<file path="src/rtl/pipe_hazard_ctl_if.sv">
// Signal bundle between the pipeline datapath and its hazard/sequencing controller.
interface pipe_hazard_ctl_if;
    logic        ex_memread;
    logic [4:0]  ex_rt;
    logic [4:0]  id_rs;
    logic [4:0]  id_rt;
    logic        mem_branch;
    logic        mem_zero;
    logic        mem_memread;
    logic        mem_memwrite;
    logic        dmem_ready;
    logic        dmem_req;
    logic        pc_write;
    logic        ifid_write;
    logic        idex_write;
    logic        exmem_write;
    logic        idex_bubble;
    logic        ifid_flush;
    logic        idex_flush;
    logic        exmem_flush;
    logic        pcsrc;
    logic        mem_err;
    logic [15:0] stall_cnt;

    modport master (
        output ex_memread, ex_rt, id_rs, id_rt, mem_branch, mem_zero,
               mem_memread, mem_memwrite, dmem_ready,
        input  dmem_req, pc_write, ifid_write, idex_write, exmem_write, idex_bubble,
               ifid_flush, idex_flush, exmem_flush, pcsrc, mem_err, stall_cnt
    );

    modport slave (
        input  ex_memread, ex_rt, id_rs, id_rt, mem_branch, mem_zero,
               mem_memread, mem_memwrite, dmem_ready,
        output dmem_req, pc_write, ifid_write, idex_write, exmem_write, idex_bubble,
               ifid_flush, idex_flush, exmem_flush, pcsrc, mem_err, stall_cnt
    );
endinterface

</file>
<file path="src/rtl/pipe_hazard_ctl.sv">
// Five-stage pipeline sequencer: memory-wait freeze, load-use bubble, taken-branch flush,
// plus a saturating stall counter and sticky memory-timeout flag.
module pipe_hazard_ctl #(
    parameter int unsigned TIMEOUT = 15
) (
    input  logic             clk,
    input  logic             rst,
    pipe_hazard_ctl_if.slave bus
);

    typedef enum logic {StRun, StMemWait} state_t;

    state_t      state_q;
    logic [7:0]  wait_cnt_q;
    logic        err_q;
    logic [15:0] stall_q;

    logic memop;
    logic in_run;
    logic timed_out;
    logic advance;
    logic taken;
    logic load_use;
    logic pc_we;

    always_comb begin
        memop     = bus.mem_memread | bus.mem_memwrite;
        in_run    = (state_q == StRun);
        timed_out = (wait_cnt_q == 8'(TIMEOUT));
        advance   = in_run ? (!memop | bus.dmem_ready) : (bus.dmem_ready | timed_out);
        taken     = bus.mem_branch & bus.mem_zero & !memop;
        load_use  = !taken & bus.ex_memread & (bus.ex_rt != 5'd0) &
                    ((bus.ex_rt == bus.id_rs) | (bus.ex_rt == bus.id_rt));
        pc_we     = !rst & advance & !load_use;
    end

    // Outputs are forced low while reset is held, independent of the clock.
    always_comb begin
        bus.pc_write    = pc_we;
        bus.ifid_write  = pc_we;
        bus.idex_write  = !rst & advance;
        bus.exmem_write = !rst & advance;
        bus.idex_bubble = !rst & advance & load_use;
        bus.ifid_flush  = !rst & advance & taken;
        bus.idex_flush  = !rst & advance & taken;
        bus.exmem_flush = !rst & advance & taken;
        bus.pcsrc       = !rst & advance & taken;
        bus.dmem_req    = !rst & (in_run ? memop : 1'b1);
        bus.mem_err     = err_q;
        bus.stall_cnt   = stall_q;
    end

    always_ff @(posedge clk or posedge rst) begin
        if (rst) begin
            state_q    <= StRun;
            wait_cnt_q <= 8'd0;
            err_q      <= 1'b0;
            stall_q    <= 16'd0;
        end else begin
            if (!pc_we && stall_q != 16'hFFFF) begin
                stall_q <= stall_q + 16'd1;
            end
            case (state_q)
                StRun: begin
                    if (memop && !bus.dmem_ready) begin
                        state_q    <= StMemWait;
                        wait_cnt_q <= 8'd0;
                    end
                end
                StMemWait: begin
                    if (advance) begin
                        state_q <= StRun;
                        // Leaving without a ready strobe means the access was abandoned.
                        if (!bus.dmem_ready) begin
                            err_q <= 1'b1;
                        end
                    end else begin
                        wait_cnt_q <= wait_cnt_q + 8'd1;
                    end
                end
                default: state_q <= StRun;
            endcase
        end
    end

endmodule

</file>
<file path="src/flat_wrapper.sv">
// flat-port wrapper written by rule: the top's interface ports become plain ports
module pipe_hazard_ctl_flat 
#(
    parameter int unsigned TIMEOUT = 15
)
  (clk, rst, bus_ex_memread, bus_ex_rt, bus_id_rs, bus_id_rt, bus_mem_branch, bus_mem_zero, bus_mem_memread, bus_mem_memwrite, bus_dmem_ready, bus_dmem_req, bus_pc_write, bus_ifid_write, bus_idex_write, bus_exmem_write, bus_idex_bubble, bus_ifid_flush, bus_idex_flush, bus_exmem_flush, bus_pcsrc, bus_mem_err, bus_stall_cnt);
  pipe_hazard_ctl_if bus_i ();
  input  logic clk;
  input  logic rst;
  input wire logic [$bits(bus_i.ex_memread)-1:0] bus_ex_memread;
  input wire logic [$bits(bus_i.ex_rt)-1:0] bus_ex_rt;
  input wire logic [$bits(bus_i.id_rs)-1:0] bus_id_rs;
  input wire logic [$bits(bus_i.id_rt)-1:0] bus_id_rt;
  input wire logic [$bits(bus_i.mem_branch)-1:0] bus_mem_branch;
  input wire logic [$bits(bus_i.mem_zero)-1:0] bus_mem_zero;
  input wire logic [$bits(bus_i.mem_memread)-1:0] bus_mem_memread;
  input wire logic [$bits(bus_i.mem_memwrite)-1:0] bus_mem_memwrite;
  input wire logic [$bits(bus_i.dmem_ready)-1:0] bus_dmem_ready;
  output wire logic [$bits(bus_i.dmem_req)-1:0] bus_dmem_req;
  output wire logic [$bits(bus_i.pc_write)-1:0] bus_pc_write;
  output wire logic [$bits(bus_i.ifid_write)-1:0] bus_ifid_write;
  output wire logic [$bits(bus_i.idex_write)-1:0] bus_idex_write;
  output wire logic [$bits(bus_i.exmem_write)-1:0] bus_exmem_write;
  output wire logic [$bits(bus_i.idex_bubble)-1:0] bus_idex_bubble;
  output wire logic [$bits(bus_i.ifid_flush)-1:0] bus_ifid_flush;
  output wire logic [$bits(bus_i.idex_flush)-1:0] bus_idex_flush;
  output wire logic [$bits(bus_i.exmem_flush)-1:0] bus_exmem_flush;
  output wire logic [$bits(bus_i.pcsrc)-1:0] bus_pcsrc;
  output wire logic [$bits(bus_i.mem_err)-1:0] bus_mem_err;
  output wire logic [$bits(bus_i.stall_cnt)-1:0] bus_stall_cnt;
  assign bus_i.ex_memread = bus_ex_memread;
  assign bus_i.ex_rt = bus_ex_rt;
  assign bus_i.id_rs = bus_id_rs;
  assign bus_i.id_rt = bus_id_rt;
  assign bus_i.mem_branch = bus_mem_branch;
  assign bus_i.mem_zero = bus_mem_zero;
  assign bus_i.mem_memread = bus_mem_memread;
  assign bus_i.mem_memwrite = bus_mem_memwrite;
  assign bus_i.dmem_ready = bus_dmem_ready;
  assign bus_dmem_req = bus_i.dmem_req;
  assign bus_pc_write = bus_i.pc_write;
  assign bus_ifid_write = bus_i.ifid_write;
  assign bus_idex_write = bus_i.idex_write;
  assign bus_exmem_write = bus_i.exmem_write;
  assign bus_idex_bubble = bus_i.idex_bubble;
  assign bus_ifid_flush = bus_i.ifid_flush;
  assign bus_idex_flush = bus_i.idex_flush;
  assign bus_exmem_flush = bus_i.exmem_flush;
  assign bus_pcsrc = bus_i.pcsrc;
  assign bus_mem_err = bus_i.mem_err;
  assign bus_stall_cnt = bus_i.stall_cnt;
  pipe_hazard_ctl #(.TIMEOUT(TIMEOUT)) u_core (.clk(clk), .rst(rst), .bus(bus_i));
endmodule
</file>
<file path="config.mk">
export PLATFORM = sky130hd
export DESIGN_NAME = pipe_hazard_ctl_flat
export DESIGN_NICKNAME = d
export VERILOG_FILES = /design/src/rtl/pipe_hazard_ctl_if.sv /design/src/rtl/pipe_hazard_ctl.sv /design/src/flat_wrapper.sv
export SDC_FILE = /design/constraint.sdc
export NUM_CORES = 1
export LEC_CHECK = 0
export ABC_AREA = 1
export BUFFER_PORTS_ARGS = -buffer_cell sky130_fd_sc_hd__buf_2
export CORE_AREA = 2 2 76 78
export CTS_BUF_LIST = sky130_fd_sc_hd__clkbuf_16
export CTS_CLUSTER_SIZE = 25
export DETAILED_ROUTE_END_ITERATION = 10
export DIE_AREA = 0 0 78 80
export PLACE_DENSITY_LB_ADDON = 0.05
export RECOVER_POWER = 100
export SYNTH_ARGS = -nofsm -noshare
export SYNTH_HDL_FRONTEND = slang
export SYNTH_SLANG_ARGS = --single-unit
</file>
<file path="constraint.sdc">
create_clock -name clk -period 2.85 [get_ports clk]
set_input_delay 0.57 -clock clk [delete_from_list [all_inputs] [get_ports clk]]
set_output_delay 0.57 -clock clk [all_outputs]
set_load 0.02 [all_outputs]
</file>
==> metrics.md <==
| Metric | Value |
|---|---|
| Post-synth cell types | `29` |
| M2 GR Usage | `0.225` |
| Area post-placement | `~0.0021 mm^2` |
| Wire length per cell | `10.4 um` |
| Fin nets | `333` |
| Ant diodes | `0` |
| DRC viols | `0` |
| Syn. warnings | `0` |
| Seq pwr share | `0.409` |
| Post-Syn Area per Cell | `just under 7 um^2` |
| Synth top area share | `0.358` |
| Finished Cell Area | `0.00213 mm^2` |
| Synthesized instance count | `262` |
| Post-route ant nets | `0` |
| TritonRoute pass-1 iters | `4` |
| Synth Net Count | `287` |
| Initial core utilization | `0.336` |
| Overall routing resource usage | `0.131` |
| RSZ-0062 raised after global routing | `no` |
| Clock latency at the later pin of the worst-skew pair | `260 ps` |
| Final number of max-transition violations | `0` |
| Worst slew margin | `0.0202` |
| Gate power share | `0.228` |
| Setup TNS | `0 ps` |
| Internal cell power | `approximately 0.79 mW` |
| Slowest stage delay, CP | `400 ps` |
| M1 GR Usage | `0.169` |
| Synth top area cells | `dfrtp_1 36%, nand2_1 17%, inv_1 7.9%` |
| CTS resizes | `0` |
| Reg2Reg Setup Slack | `490 ps` |
| Critical R2R Capture | `u_core.bus.stall_cnt[14]$_DFFE_PP0P_` |
| CP startpoint | `u_core.wait_cnt_q[1]$_DFFE_PP0P_` |
| Largest net degree at the start of global routing | `27` |
| Worst Setup End Kind | `primary output` |
| Core area | `0.00541 mm^2` |
| Most common cell after layout, fill and taps aside | `nand2_1` |
| Vias in the first global route | `1,496` |
| Crit-path leading delay family | `simple AND/OR/NAND/NOR gates` |
| Clock-pin transition on the worst setup and hold timing paths | `70 ps` |
| H-tree levels | `1` |
| Worst EP arrival | `between 1500 and 2000 ps` |
| Wirelength, routed | `about 3.9 mm` |
| Min cycle time layout | `2550 ps` |
| Clock tree buffer depth | `2` |
| Worst Hold Class | `flip-flop to flip-flop` |
| Origin of the critical flop-to-flop path | `u_core.bus.stall_cnt[0]$_DFFE_PP0P_` |
| Leading cell types in the layout, fill and taps excluded | `84 x nand2_1, 39 x inv_1, 29 x nor2_1` |
| Outcome | `finished clean` |
| Layout area overhead | `17.1%` |
| Post-Synth Adder-Cell Area | `0.0138` |
| Pwr dens | `540 mW/mm^2` |
| Die width | `78 um` |
| Final WS setup | `about 300 ps` |
| CP Cell Sequence | `ha_1, nand2_2, nor2_4, nand4_1, nand3_4, nand2_4, clkinv_4, nand2_4, inv_1, buf_2` |
| R2R depth | `8` |
| IO Count | `50` |
| Port bufs | `49` |
| # Post-CTS Setup Buffers | `0` |
| Critical path's most frequent cell | `nand2_4` |
| CP max-delay cell | `dfrtp_1` |
| Instance count on the critical path | `10` |
| Worst Path Buf+Inv | `3` |
| Met3 global-route usage | `0.0181` |
| Cell Count Post-Placement | `375` |
| Mean number of vias per cell | `~4.4` |
| CP max FO | `24` |
| Site row count | `27` |
| GRT Residual Overflow | `0` |
| P_leak | `1.11 nW` |
| Initial antenna violation count | `0` |
| Tcrit/Tclk final | `0.895` |
| Post-synthesis xor/xnor area fraction | `0.0530` |
| Worst setup path class | `flip-flop to primary output` |
| Sw Pwr | `0.363 mW` |
| CTS hold repair buffers | `0` |
| Mux contribution to synthesized area | `0` |
| GP Congestion | `around 0.73` |
| Worst Skew | `6.52 ps` |
| Final setup fails | `0` |
| Hold Vio Cnt, Final | `0` |
| Simple-gate share of the synthesized area | `0.407` |
| Switching Fraction | `0.316` |
| CTS root buffer | `clkbuf_16` |
| Die Y | `roughly 80 um` |
| Largest family of logic cells by synthesized area | `simple AND/OR/NAND/NOR gates` |
| Hpwl dp | `2.87 mm` |
| Mapped Area | `0.00182 mm^2` |
| First-pass GRT wire length | `6.67 mm` |
| Most used routing layer | `met2` |
| Detailed-route via count | `1,656` |
| Slew @ Worst Pin | `about 1500 ps` |
| Worst path required time | `2280 ps` |
| MaxCap Viol Count | `0` |
| CP Launch Type | `flip-flop` |
| Die ar. | `0.00624 mm^2` |
| Place WS | `477 ps` |
| CTS tree | `done` |
| Worst Setup EP | `bus_ifid_write` |
| Maximum clock frequency | `392 MHz` |
| Drt first-iter violations | `45` |
| Area leader, netlist | `dfrtp_1` |
| Layout cell share with drive strength beyond 1 | `0.130` |
| Sequential area share after synthesis | `0.358` |
| Clock power share | `0.363` |
| Num CTS Buffers | `3` |
| Seq cells post-synth | `26` |
| Compound-gate portion of the synthesized area | `0.0372` |
| VDD IR max | `0.000282 V` |
| Sink Count | `26` |
| Final cell count without fillers | `379` |
state kept, by name, summed over array words and instances, names as in the netlist:
name,cells
u_core.bus.mem_err,1
u_core.bus.stall_cnt,16
u_core.state_q,1
u_core.wait_cnt_q,8
worst reg2reg max path, cell delays in order (launching register included):
cell	delay, ps
dfrtp_1	430
ha_1	210
nand2_1	90
nor2_1	270
and2_2	220
nand3_1	420
nand2_1	500
nand2_1	90
nand2_1	70
area by class of cell:
class	instances	area (um^2)
clock inverter	1	30.0
tap	72	90.1
inverter	40	155
sequential	26	651
fill	623	3280
multi-input combinational	187	910
timing repair buffer	50	218
clock buffer	3	75.1
cells by family (layout without fill, tap and decap cells):
kind of cell	count (synthesis)	count (layout)
DFF	26	26
AOI/OAI and AO/OA	12	12
and+or+nand+nor	162	162
buffers and inverters	49	94
xor gates and xnor gates	11	11
adders and majority gates	2	2
metal layers:
layer  wire length (um)  part of all wire  vias up
met5                  0                 0        -
met4                 51             0.013        0
met3                184             0.047        5
met2               1800              0.46       35
met1               1890              0.48      727
li1                   -                 -      889
per-stage QoR:
stage	utilization	total power [mW]	hold WS [ps]
floorplan	-	0.667	478
global placement	0.384	0.758	457
detailed placement	0.384	0.757	464
CTS	0.404	1.18	470
global route	0.394	1.22	507
finish	0.394	1.15	481
power groups by stage:
stage	Clock (mW)	Sequential [mW]	Combinational [mW]
floorplan	0	0.508	0.159
global placement	0	0.478	0.280
detailed placement	0	0.476	0.281
CTS	0.426	0.470	0.281
global route	0.441	0.483	0.297
finish	0.417	0.470	0.262
worst min path at each step:
stage	end	from	slack, ps	depth (start not counted)
floorplan	u_core.wait_cnt_q[1]$_DFFE_PP0P_	u_core.wait_cnt_q[1]$_DFFE_PP0P_	480	2
global placement	u_core.bus.mem_err$_DFFE_PP0P_	u_core.bus.mem_err$_DFFE_PP0P_	460	1
detailed placement	u_core.bus.mem_err$_DFFE_PP0P_	u_core.bus.mem_err$_DFFE_PP0P_	460	1
CTS	u_core.wait_cnt_q[4]$_DFFE_PP0P_	rst	470	3
global route	u_core.bus.mem_err$_DFFE_PP0P_	bus_dmem_ready	510	2
finish	u_core.bus.mem_err$_DFFE_PP0P_	u_core.bus.mem_err$_DFFE_PP0P_	480	1
cell usage after synthesis:
cell,instances
a21boi_0,1
nor2_4,1
buf_4,5
nor2_2,2
o21bai_1,1
nand2_2,4
xor2_1,7
a21oi_1,3
nor3_1,4
or2_4,1
xnor2_1,4
inv_1,38
nand2_4,2
nand3_4,1
nand3_2,1
and2_2,1
clkinv_4,1
dfrtp_1,26
buf_6,4
inv_2,1
nor2_1,27
nand4_2,1
nand3_1,27
nand4_1,5
nand2_1,83
or2_2,2
o21ai_0,6
a22oi_1,1
ha_1,2
Note: power is estimated with default switching activity, not from simulation.
